### src/rtl/axi_lite_reg_slave.sv
// AXI4-Lite slave exposing REG0/REG1 (RW), a write counter and an ID word; B follows the commit edge, R follows AR by one cycle.
// Each channel stalls (ready low) from its handshake until its response handshakes; B and R hold their payload until bready/rready.
module axi_lite_reg_slave #(
    parameter int                    DATA_WIDTH = 32,
    parameter int                    ADDR_WIDTH = 8,
    parameter int                    RESP_WIDTH = 3,
    parameter logic [ADDR_WIDTH-1:0] BASE_ADDR  = '0,
    parameter logic [31:0]           ID_VALUE   = 32'hA110_0001
) (
    input  logic                      s_axi_aclk,
    input  logic                      s_axi_areset,
    input  logic [ADDR_WIDTH-1:0]     s_axi_awaddr,
    input  logic                      s_axi_awvalid,
    output logic                      s_axi_awready,
    input  logic [DATA_WIDTH-1:0]     s_axi_wdata,
    input  logic [DATA_WIDTH/8-1:0]   s_axi_wstrb,
    input  logic                      s_axi_wvalid,
    output logic                      s_axi_wready,
    output logic [RESP_WIDTH-1:0]     s_axi_bresp,
    output logic                      s_axi_bvalid,
    input  logic                      s_axi_bready,
    input  logic [ADDR_WIDTH-1:0]     s_axi_araddr,
    input  logic                      s_axi_arvalid,
    output logic                      s_axi_arready,
    output logic [DATA_WIDTH-1:0]     s_axi_rdata,
    output logic [RESP_WIDTH-1:0]     s_axi_rresp,
    output logic                      s_axi_rvalid,
    input  logic                      s_axi_rready
);

    localparam int STRB_WIDTH = DATA_WIDTH / 8;
    localparam logic [RESP_WIDTH-1:0] RESP_OKAY   = RESP_WIDTH'(0);
    localparam logic [RESP_WIDTH-1:0] RESP_SLVERR = RESP_WIDTH'(2);

    typedef enum logic [1:0] {W_IDLE, W_HAVE_AW, W_HAVE_W, W_RESP} wstate_t;
    typedef enum logic {R_IDLE, R_DATA} rstate_t;
    typedef enum logic [2:0] {SEL_REG0, SEL_REG1, SEL_WCOUNT, SEL_ID, SEL_NONE} sel_t;

    // Misaligned addresses never equal one of the four offsets, so they fall to SEL_NONE.
    function automatic sel_t decode(input logic [ADDR_WIDTH-1:0] addr);
        logic [ADDR_WIDTH-1:0] off;
        off = addr - BASE_ADDR;
        case (off)
            ADDR_WIDTH'(8'h00): return SEL_REG0;
            ADDR_WIDTH'(8'h04): return SEL_REG1;
            ADDR_WIDTH'(8'h08): return SEL_WCOUNT;
            ADDR_WIDTH'(8'h0C): return SEL_ID;
            default:            return SEL_NONE;
        endcase
    endfunction

    function automatic logic [DATA_WIDTH-1:0] merge(input logic [DATA_WIDTH-1:0] old_val,
                                                     input logic [DATA_WIDTH-1:0] new_val,
                                                     input logic [STRB_WIDTH-1:0] strb);
        logic [DATA_WIDTH-1:0] res;
        res = old_val;
        for (int i = 0; i < STRB_WIDTH; i++) begin
            if (strb[i]) res[8*i +: 8] = new_val[8*i +: 8];
        end
        return res;
    endfunction

    wstate_t                 wstate_q, wstate_d;
    rstate_t                 rstate_q, rstate_d;
    logic [ADDR_WIDTH-1:0]   awaddr_q, awaddr_d;
    logic [DATA_WIDTH-1:0]   wdata_q, wdata_d;
    logic [STRB_WIDTH-1:0]   wstrb_q, wstrb_d;
    logic                    awready_q, awready_d;
    logic                    wready_q, wready_d;
    logic                    arready_q, arready_d;
    logic [RESP_WIDTH-1:0]   bresp_q, bresp_d;
    logic [RESP_WIDTH-1:0]   rresp_q, rresp_d;
    logic [DATA_WIDTH-1:0]   rdata_q, rdata_d;
    logic [DATA_WIDTH-1:0]   reg0_q, reg0_d;
    logic [DATA_WIDTH-1:0]   reg1_q, reg1_d;
    logic [15:0]             wcount_q, wcount_d;

    logic                    aw_hs, w_hs, ar_hs, commit;
    logic [ADDR_WIDTH-1:0]   c_addr;
    logic [DATA_WIDTH-1:0]   c_data;
    logic [STRB_WIDTH-1:0]   c_strb;
    sel_t                    w_sel, r_sel;

    always_comb begin
        wstate_d = wstate_q;
        awaddr_d = awaddr_q;
        wdata_d  = wdata_q;
        wstrb_d  = wstrb_q;
        bresp_d  = bresp_q;
        reg0_d   = reg0_q;
        reg1_d   = reg1_q;
        wcount_d = wcount_q;
        commit   = 1'b0;
        w_sel    = SEL_NONE;

        aw_hs = s_axi_awvalid && awready_q;
        w_hs  = s_axi_wvalid && wready_q;

        // Whichever half arrived first comes from the latch, the other straight off the bus.
        c_addr = (wstate_q == W_HAVE_AW) ? awaddr_q : s_axi_awaddr;
        c_data = (wstate_q == W_HAVE_W)  ? wdata_q  : s_axi_wdata;
        c_strb = (wstate_q == W_HAVE_W)  ? wstrb_q  : s_axi_wstrb;

        case (wstate_q)
            W_IDLE: begin
                if (aw_hs && w_hs) begin
                    commit = 1'b1;
                end else if (aw_hs) begin
                    awaddr_d = s_axi_awaddr;
                    wstate_d = W_HAVE_AW;
                end else if (w_hs) begin
                    wdata_d  = s_axi_wdata;
                    wstrb_d  = s_axi_wstrb;
                    wstate_d = W_HAVE_W;
                end
            end
            W_HAVE_AW: if (w_hs)  commit = 1'b1;
            W_HAVE_W:  if (aw_hs) commit = 1'b1;
            W_RESP:    if (s_axi_bready) wstate_d = W_IDLE;
            default:   wstate_d = W_IDLE;
        endcase

        if (commit) begin
            wstate_d = W_RESP;
            w_sel    = decode(c_addr);
            bresp_d  = RESP_SLVERR;
            if (w_sel == SEL_REG0 || w_sel == SEL_REG1) begin
                bresp_d  = RESP_OKAY;
                wcount_d = wcount_q + 16'd1;
                if (w_sel == SEL_REG0) reg0_d = merge(reg0_q, c_data, c_strb);
                else                   reg1_d = merge(reg1_q, c_data, c_strb);
            end
        end

        awready_d = (wstate_d == W_IDLE) || (wstate_d == W_HAVE_W);
        wready_d  = (wstate_d == W_IDLE) || (wstate_d == W_HAVE_AW);
    end

    // Read data is captured from the pre-edge register values, so a same-edge write is not visible.
    always_comb begin
        rstate_d = rstate_q;
        rdata_d  = rdata_q;
        rresp_d  = rresp_q;
        r_sel    = SEL_NONE;
        ar_hs    = s_axi_arvalid && arready_q;

        case (rstate_q)
            R_IDLE: begin
                if (ar_hs) begin
                    rstate_d = R_DATA;
                    r_sel    = decode(s_axi_araddr);
                    rresp_d  = RESP_OKAY;
                    case (r_sel)
                        SEL_REG0:   rdata_d = reg0_q;
                        SEL_REG1:   rdata_d = reg1_q;
                        SEL_WCOUNT: rdata_d = DATA_WIDTH'(wcount_q);
                        SEL_ID:     rdata_d = DATA_WIDTH'(ID_VALUE);
                        default: begin
                            rdata_d = '0;
                            rresp_d = RESP_SLVERR;
                        end
                    endcase
                end
            end
            R_DATA:  if (s_axi_rready) rstate_d = R_IDLE;
            default: rstate_d = R_IDLE;
        endcase

        arready_d = (rstate_d == R_IDLE);
    end

    always_ff @(posedge s_axi_aclk or posedge s_axi_areset) begin
        if (s_axi_areset) begin
            wstate_q  <= W_IDLE;
            rstate_q  <= R_IDLE;
            awaddr_q  <= '0;
            wdata_q   <= '0;
            wstrb_q   <= '0;
            awready_q <= 1'b0;
            wready_q  <= 1'b0;
            arready_q <= 1'b0;
            bresp_q   <= '0;
            rresp_q   <= '0;
            rdata_q   <= '0;
            reg0_q    <= '0;
            reg1_q    <= '0;
            wcount_q  <= '0;
        end else begin
            wstate_q  <= wstate_d;
            rstate_q  <= rstate_d;
            awaddr_q  <= awaddr_d;
            wdata_q   <= wdata_d;
            wstrb_q   <= wstrb_d;
            awready_q <= awready_d;
            wready_q  <= wready_d;
            arready_q <= arready_d;
            bresp_q   <= bresp_d;
            rresp_q   <= rresp_d;
            rdata_q   <= rdata_d;
            reg0_q    <= reg0_d;
            reg1_q    <= reg1_d;
            wcount_q  <= wcount_d;
        end
    end

    assign s_axi_awready = awready_q;
    assign s_axi_wready  = wready_q;
    assign s_axi_arready = arready_q;
    assign s_axi_bvalid  = (wstate_q == W_RESP);
    assign s_axi_bresp   = bresp_q;
    assign s_axi_rvalid  = (rstate_q == R_DATA);
    assign s_axi_rdata   = rdata_q;
    assign s_axi_rresp   = rresp_q;

endmodule

### config.mk
export PLATFORM = sky130hd
export DESIGN_NAME = axi_lite_reg_slave
export DESIGN_NICKNAME = d
export VERILOG_FILES = /design/src/rtl/axi_lite_reg_slave.sv
export SDC_FILE = /design/constraint.sdc
export NUM_CORES = 1
export LEC_CHECK = 0
export ABC_AREA = 0
export CAP_MARGIN = 10
export CORE_MARGIN = 3
export CORE_UTILIZATION = 55
export CTS_CLUSTER_SIZE = 28
export DETAILED_ROUTE_END_ITERATION = 12
export PLACE_DENSITY_LB_ADDON = 0.1
export SLEW_MARGIN = 20
export SYNTH_ARGS = -nofsm -noshare
export SYNTH_HDL_FRONTEND = slang
export SYNTH_SLANG_ARGS = --single-unit
### constraint.sdc
create_clock -name s_axi_aclk -period 6.2 [get_ports s_axi_aclk]
set_input_delay 0.62 -clock s_axi_aclk [delete_from_list [all_inputs] [get_ports s_axi_aclk]]
set_output_delay 0.62 -clock s_axi_aclk [all_outputs]
set_load 0.005 [all_outputs]
# ---- After elaboration in Yosys (flattened, before gate mapping)
# Index checks and enable logic that the tools add are counted.
dict set report op_classes {
  n_addsub 1
  eq_ne 15
  mux 24
  bitwise_logic 5
  reduce_logical 26
}
# operator n
set op_table {}
lappend op_table {{32-bit one-hot mux with 4 select lines} 1}
lappend op_table {{4-bit AND reduction} 9}
lappend op_table {{8-bit by 4-bit == test with 1-bit output (second input constant)} 4}
lappend op_table {{32-bit 2-to-1 mux} 1}
lappend op_table {{3-bit one-hot mux with 4 select lines} 2}
lappend op_table {{16-bit by 1-bit adder with 16-bit output (second input constant)} 1}
lappend op_table {{8-bit by 3-bit == test with 1-bit output (second input constant)} 2}
lappend op_table {{8-bit zero test} 2}
lappend op_table {{2-bit 2-to-1 mux} 7}
lappend op_table {{3-bit 2-to-1 mux} 3}
lappend op_table {{8-bit 2-to-1 mux} 1}
lappend op_table {{2-bit == test (second input constant)} 3}
lappend op_table {{3-bit by 1-bit == test with 1-bit output (second input constant)} 2}
lappend op_table {{3-bit by 2-bit == test with 1-bit output (second input constant)} 2}
lappend op_table {{3-bit zero test} 2}
lappend op_table {{1-bit 2-to-1 mux} 5}
lappend op_table {{1-bit NOT} 5}
lappend op_table {{2-bit by 1-bit == test with 1-bit output (second input constant)} 2}
lappend op_table {{1-bit logical AND} 4}
lappend op_table {{2-bit zero test} 2}
lappend op_table {{4-bit 2-to-1 mux} 1}
lappend op_table {{2-bit one-hot mux with 2 select lines} 1}
lappend op_table {{2-bit AND reduction} 2}
lappend op_table {{4-bit OR reduction} 1}
lappend op_table {{4 further kinds} 6}
dict set report totals {
  reg_bits 168
  in_bits 59
  output_inout_bits 43
  wordCells 91
}

# ---- Depth between registers and ports, before layout
dict set report depth {
  word_depth 8
  ltp_mapped 11
}

# ---- Worst setup path before layout
# No wires, ideal clock.
dict set report synth_timing {
  kind {flip-flop to flip-flop}
  start {register wstate_q[1]}
  end {register reg1_q[16]}
  setup_ns 0.129
  arrival_ns 2.072
  slack_ns 3.999
  stages_incl_launch_ff 11
  period_less_slack_ns 2.201
  cell_sequence {dfrtp_1 > inv_1 > ha_1 > or4_4 > nor2_4 > o211ai_4 > buf_6 > buf_6 > clkbuf_1 > o21ai_0 > o21ai_1}
}
dict set report synth_via {
  elab_chain_cells 8
  elab_cells_between_ends 18
  classes_between {eq/ne (6); mux (6); bitwise (1); reduce/logical (5)}
}
# item line_no
set synth_rtl {}
lappend synth_rtl {{start: declaration} 63} ;# wstate_t wstate_q, wstate_d;
lappend synth_rtl {{start signal: assignment} 189} ;# wstate_q <= wstate_d;
lappend synth_rtl {{2-bit by 1-bit == test with 1-bit output} {100, 104}}
lappend synth_rtl {{8-bit 2-to-1 mux} 100} ;# c_addr = (wstate_q == W_HAVE_AW) ? awaddr_q : s_axi_awaddr;
lappend synth_rtl {{8-bit by 4-bit == test with 1-bit output (tied with other cells)} 43} ;# case (off)
lappend synth_rtl {{3-bit one-hot mux with 4 select lines} 43}
lappend synth_rtl {{3-bit 2-to-1 mux} 123} ;# if (commit) begin
lappend synth_rtl {{3-bit by 1-bit == test with 1-bit output or 3-bit zero test (tied branches)} {127, 130}}
lappend synth_rtl {{1-bit logical OR or 1-bit NOT (tied branches)} -}
lappend synth_rtl {{4-bit AND reduction (no source line)} -}
lappend synth_rtl {{end signal: assignment} 201} ;# reg1_q <= reg1_d;
lappend synth_rtl {{end: declaration} 75} ;# logic [DATA_WIDTH-1:0] reg1_q, reg1_d;
# Several ways; a longest one is shown, not always the timed one. The select of a mux whose other input is x is not followed.
# A chain may end at the register's enable or synchronous reset.

# ---- Final worst setup path
dict set report layout_timing {
  start {register wstate_q[1]}
  end {register reg1_q[6]}
}
# The elaborated chain is that of the path after synthesis.

==> run summary <==
setup slack after layout - 3.46 ns
reg2reg start - wstate_q[1]
Final GP Congestion - 0.851
initial antenna violation count - 0
I/O pin cnt - 102
status - finished clean
Slew Limit Headroom - 0.347
CP Data Arrival Time - 3.07 ns
clock-pin slew of the registers on the worst-case setup and hold paths - 0.06 ns
vias per inst - 5.68
critical path startpoint category - flip-flop
fin. max-slew vios - 0
routed vias - 5313
Root Driver - clkbuf_16
Core Rows - 41
post-route clock period utilization - 0.441
Antenna diodes - 0
TNS Setup - 0 ns
clk_lat worst skew - 0.43 ns
Final Util - 0.706
RSZ-0062 raised after global routing - no
cells after synthesis - 667
layout cells sized above 1 - 0.135
Post-Place Cells - 903
VDD IR-drop max - 303 uV
min cycle time layout - 2.74 ns
Hold Path End - wcount_q[15]
hold_buf cts - 0
yosys warns - 0
antenna viol nets, final - 0
Synth cell types - 42
synth top area cells - dfrtp_1 56%, mux2i_1 8.2%, mux2_2 8.1%
cell area after synthesis - 7370 um2
P per Cell Area - 372 nW/um2
Final setup viols - 0
Num CTS Buffers - 17
Worst Hold Class - reg2reg
post-synth top area cell - dfrtp_1
area share of the leading cell type in the synthesized netlist - 0.557
Leak - 3.99 nW
# DRC - 0
Core Box Area - 12900 um2
Area Overhead vs Synth - 23.4%
Final Hold Vio Count - 0
GRT Residual Overflow - 0
First-pass DRT Iterations - 7
Max Freq - 365 MHz
Worst R2R Setup Slack - 3.46 ns
sequential fraction of the synthesis area - 0.557
Setup crit end kind - flip-flop
Hold Crit Start - wcount_q[15]
worst reg2reg path depth - 8
hold slack - 0.478 ns
final wirelength - 15900 um
Post-CTS Repair Setup Buffers - 0
Worst Path Required - 6.54 ns
GR Util All Layers - 0.231
clock skew - 0.00782 ns
Mean Syn Cell Area - 11.0 um2
hpwl dp - 10700 um
CTS H-tree lvls - 4
fin nets - 814
post-CTS resize count - 0
first-pass GRT wire length - 26600 um
number of port buffers - 97
Max Cap Viol - 0
non-filler cells, final - 935
CTS sink cnt - 164
DIE WIDTH - 122 um
DR iter-0 viols - 363
Worst-Margin Slew - 0.977 ns
RR Endpoint - reg1_q[6]
Starting Density - 0.572
Max FO, Critical Path - 87
worst hold path depth - 1
Fill cells - 949
critical path type - reg2reg
via count of the first global-routing pass - 5353
WL per Instance - 17.0 um
largest net degree at the start of global routing - 109
TritonCTS clock tree - yes
die area - 14800 um2
clk buf depth - 2
Placement Setup Slack - 3.23 ns
Yosys reg bits - 164
die height - 122 um
## worst max-delay path, cell delays in order (launching register included)
cell and delay, ns:
dfrtp_1 0.45, inv_1 0.10, ha_1 0.27, or4_4 0.52
nor2_4 0.13, o211ai_4 0.07, buf_4 0.36, or2_0 0.47
o21ai_1 0.24
## power by group
part	switching, W	total, W	leakage, nW	internal, W
combinational	0.000429	0.000815	1.50	0.000386
sequential	0.000119	0.00141	2.16	0.00129
clock	0.000401	0.00115	0.330	0.000754
## Yosys cell counts, drive strengths merged
cell,instances
nor3,8
or4,2
and4b,1
and3,2
ha,5
mux2,53
mux2i,60
o31ai,5
xor2,10
conb,1
or2,9
nand3,9
o22ai,5
dfrtp,164
a21oi,16
and4,1
nand2,54
o21bai,1
nand4,3
nor2,24
o21ai,159
xnor2,5
o211ai,1
inv,10
nor4,4
clkbuf,33
nor4b,1
or3,2
a31oi,1
nor2b,5
buf,10
o2bb2ai,1
nand2b,2
## routing by layer
layer | global-route usage | vias up | routed length [um]
li1 | - | 2521 | -
met1 | 0.321 | 2616 | 7260
met2 | 0.351 | 148 | 7350
met3 | 0.0552 | 28 | 880
met4 | 0.0987 | 0 | 363
met5 | 0 | - | 0
## layout make-up
| type | instances | area (um2) | share of cell area |
|---|---|---|---|
| multi-input cells | 453 | 3050 | 0.335 |
| inverters | 10 | 42.5 | 0.00468 |
| clock buffers | 22 | 484 | 0.0533 |
| clock inverters | 10 | 175 | 0.0193 |
| flip-flops and latches | 164 | 4100 | 0.451 |
| well taps | 172 | 215 | 0.0237 |
| repair buffers | 104 | 1020 | 0.113 |
## how the worst max path moves through the flow
stage / from / to / slack (ns) / cells after the start
2_1_floorplan: s_axi_areset / awaddr_q[0] / 1.15 / 1
3_3_place_gp: s_axi_awaddr[4] / reg1_q[28] / 3.30 / 7
4_1_cts: wstate_q[0] / reg1_q[6] / 3.46 / 7
6_report: wstate_q[1] / reg1_q[6] / 3.46 / 8
3_5_place_dp: s_axi_awaddr[4] / reg0_q[21] / 3.23 / 7
5_1_grt: wstate_q[1] / reg1_q[26] / 3.30 / 7
## cells in the final DEF (no fill, tap or decap), types with 9 or more instances in the layout
cell type        synthesis  routed
clkdlybuf4s50_1          0      97
mux2_2                  53      53
o21ai_1                 44      44
dfrtp_1                164     164
a21oi_1                 16      16
mux2i_1                 60      60
xor2_1                  10      10
nor2_1                  23      23
nand2_1                 54      54
clkbuf_16                0      17
inv_1                   10       9
o21ai_0                114     114
nand3_1                  9       9
## registers in the layout, summed over array words and instances, names as in the netlist
name	count
wstrb_q	4
s_axi_bresp	1
wcount_q	16
reg0_q	32
s_axi_rdata	32
wdata_q	32
wstate_q	2
reg1_q	32
awaddr_q	8
s_axi_rresp	1
s_axi_awready	1
s_axi_wready	1
s_axi_rvalid	1
s_axi_arready	1
## metrics by stage
stage	power (W)	area [um2]
detailed placement	0.00224	8430
floorplan	0.00198	7380
global placement	0.00220	8430
CTS	0.00341	9090
finish	0.00338	9090
global route	0.00356	9090
## cell families after synthesis
| kind of cell | after synthesis | share of synthesized area |
|---|---|---|
| muxes | 113 | 0.163 |
| xor gates and xnor gates | 15 | 0.0178 |
| other | 1 | 0.000509 |
| AOI/OAI and AO/OA | 189 | 0.135 |
| buffers and inverters | 53 | 0.0312 |
| DFF | 164 | 0.557 |
| adders and majority gates | 5 | 0.00849 |
| and+or+nand+nor | 127 | 0.0876 |
No activity file was read; power rests on OpenSTA's default activity.
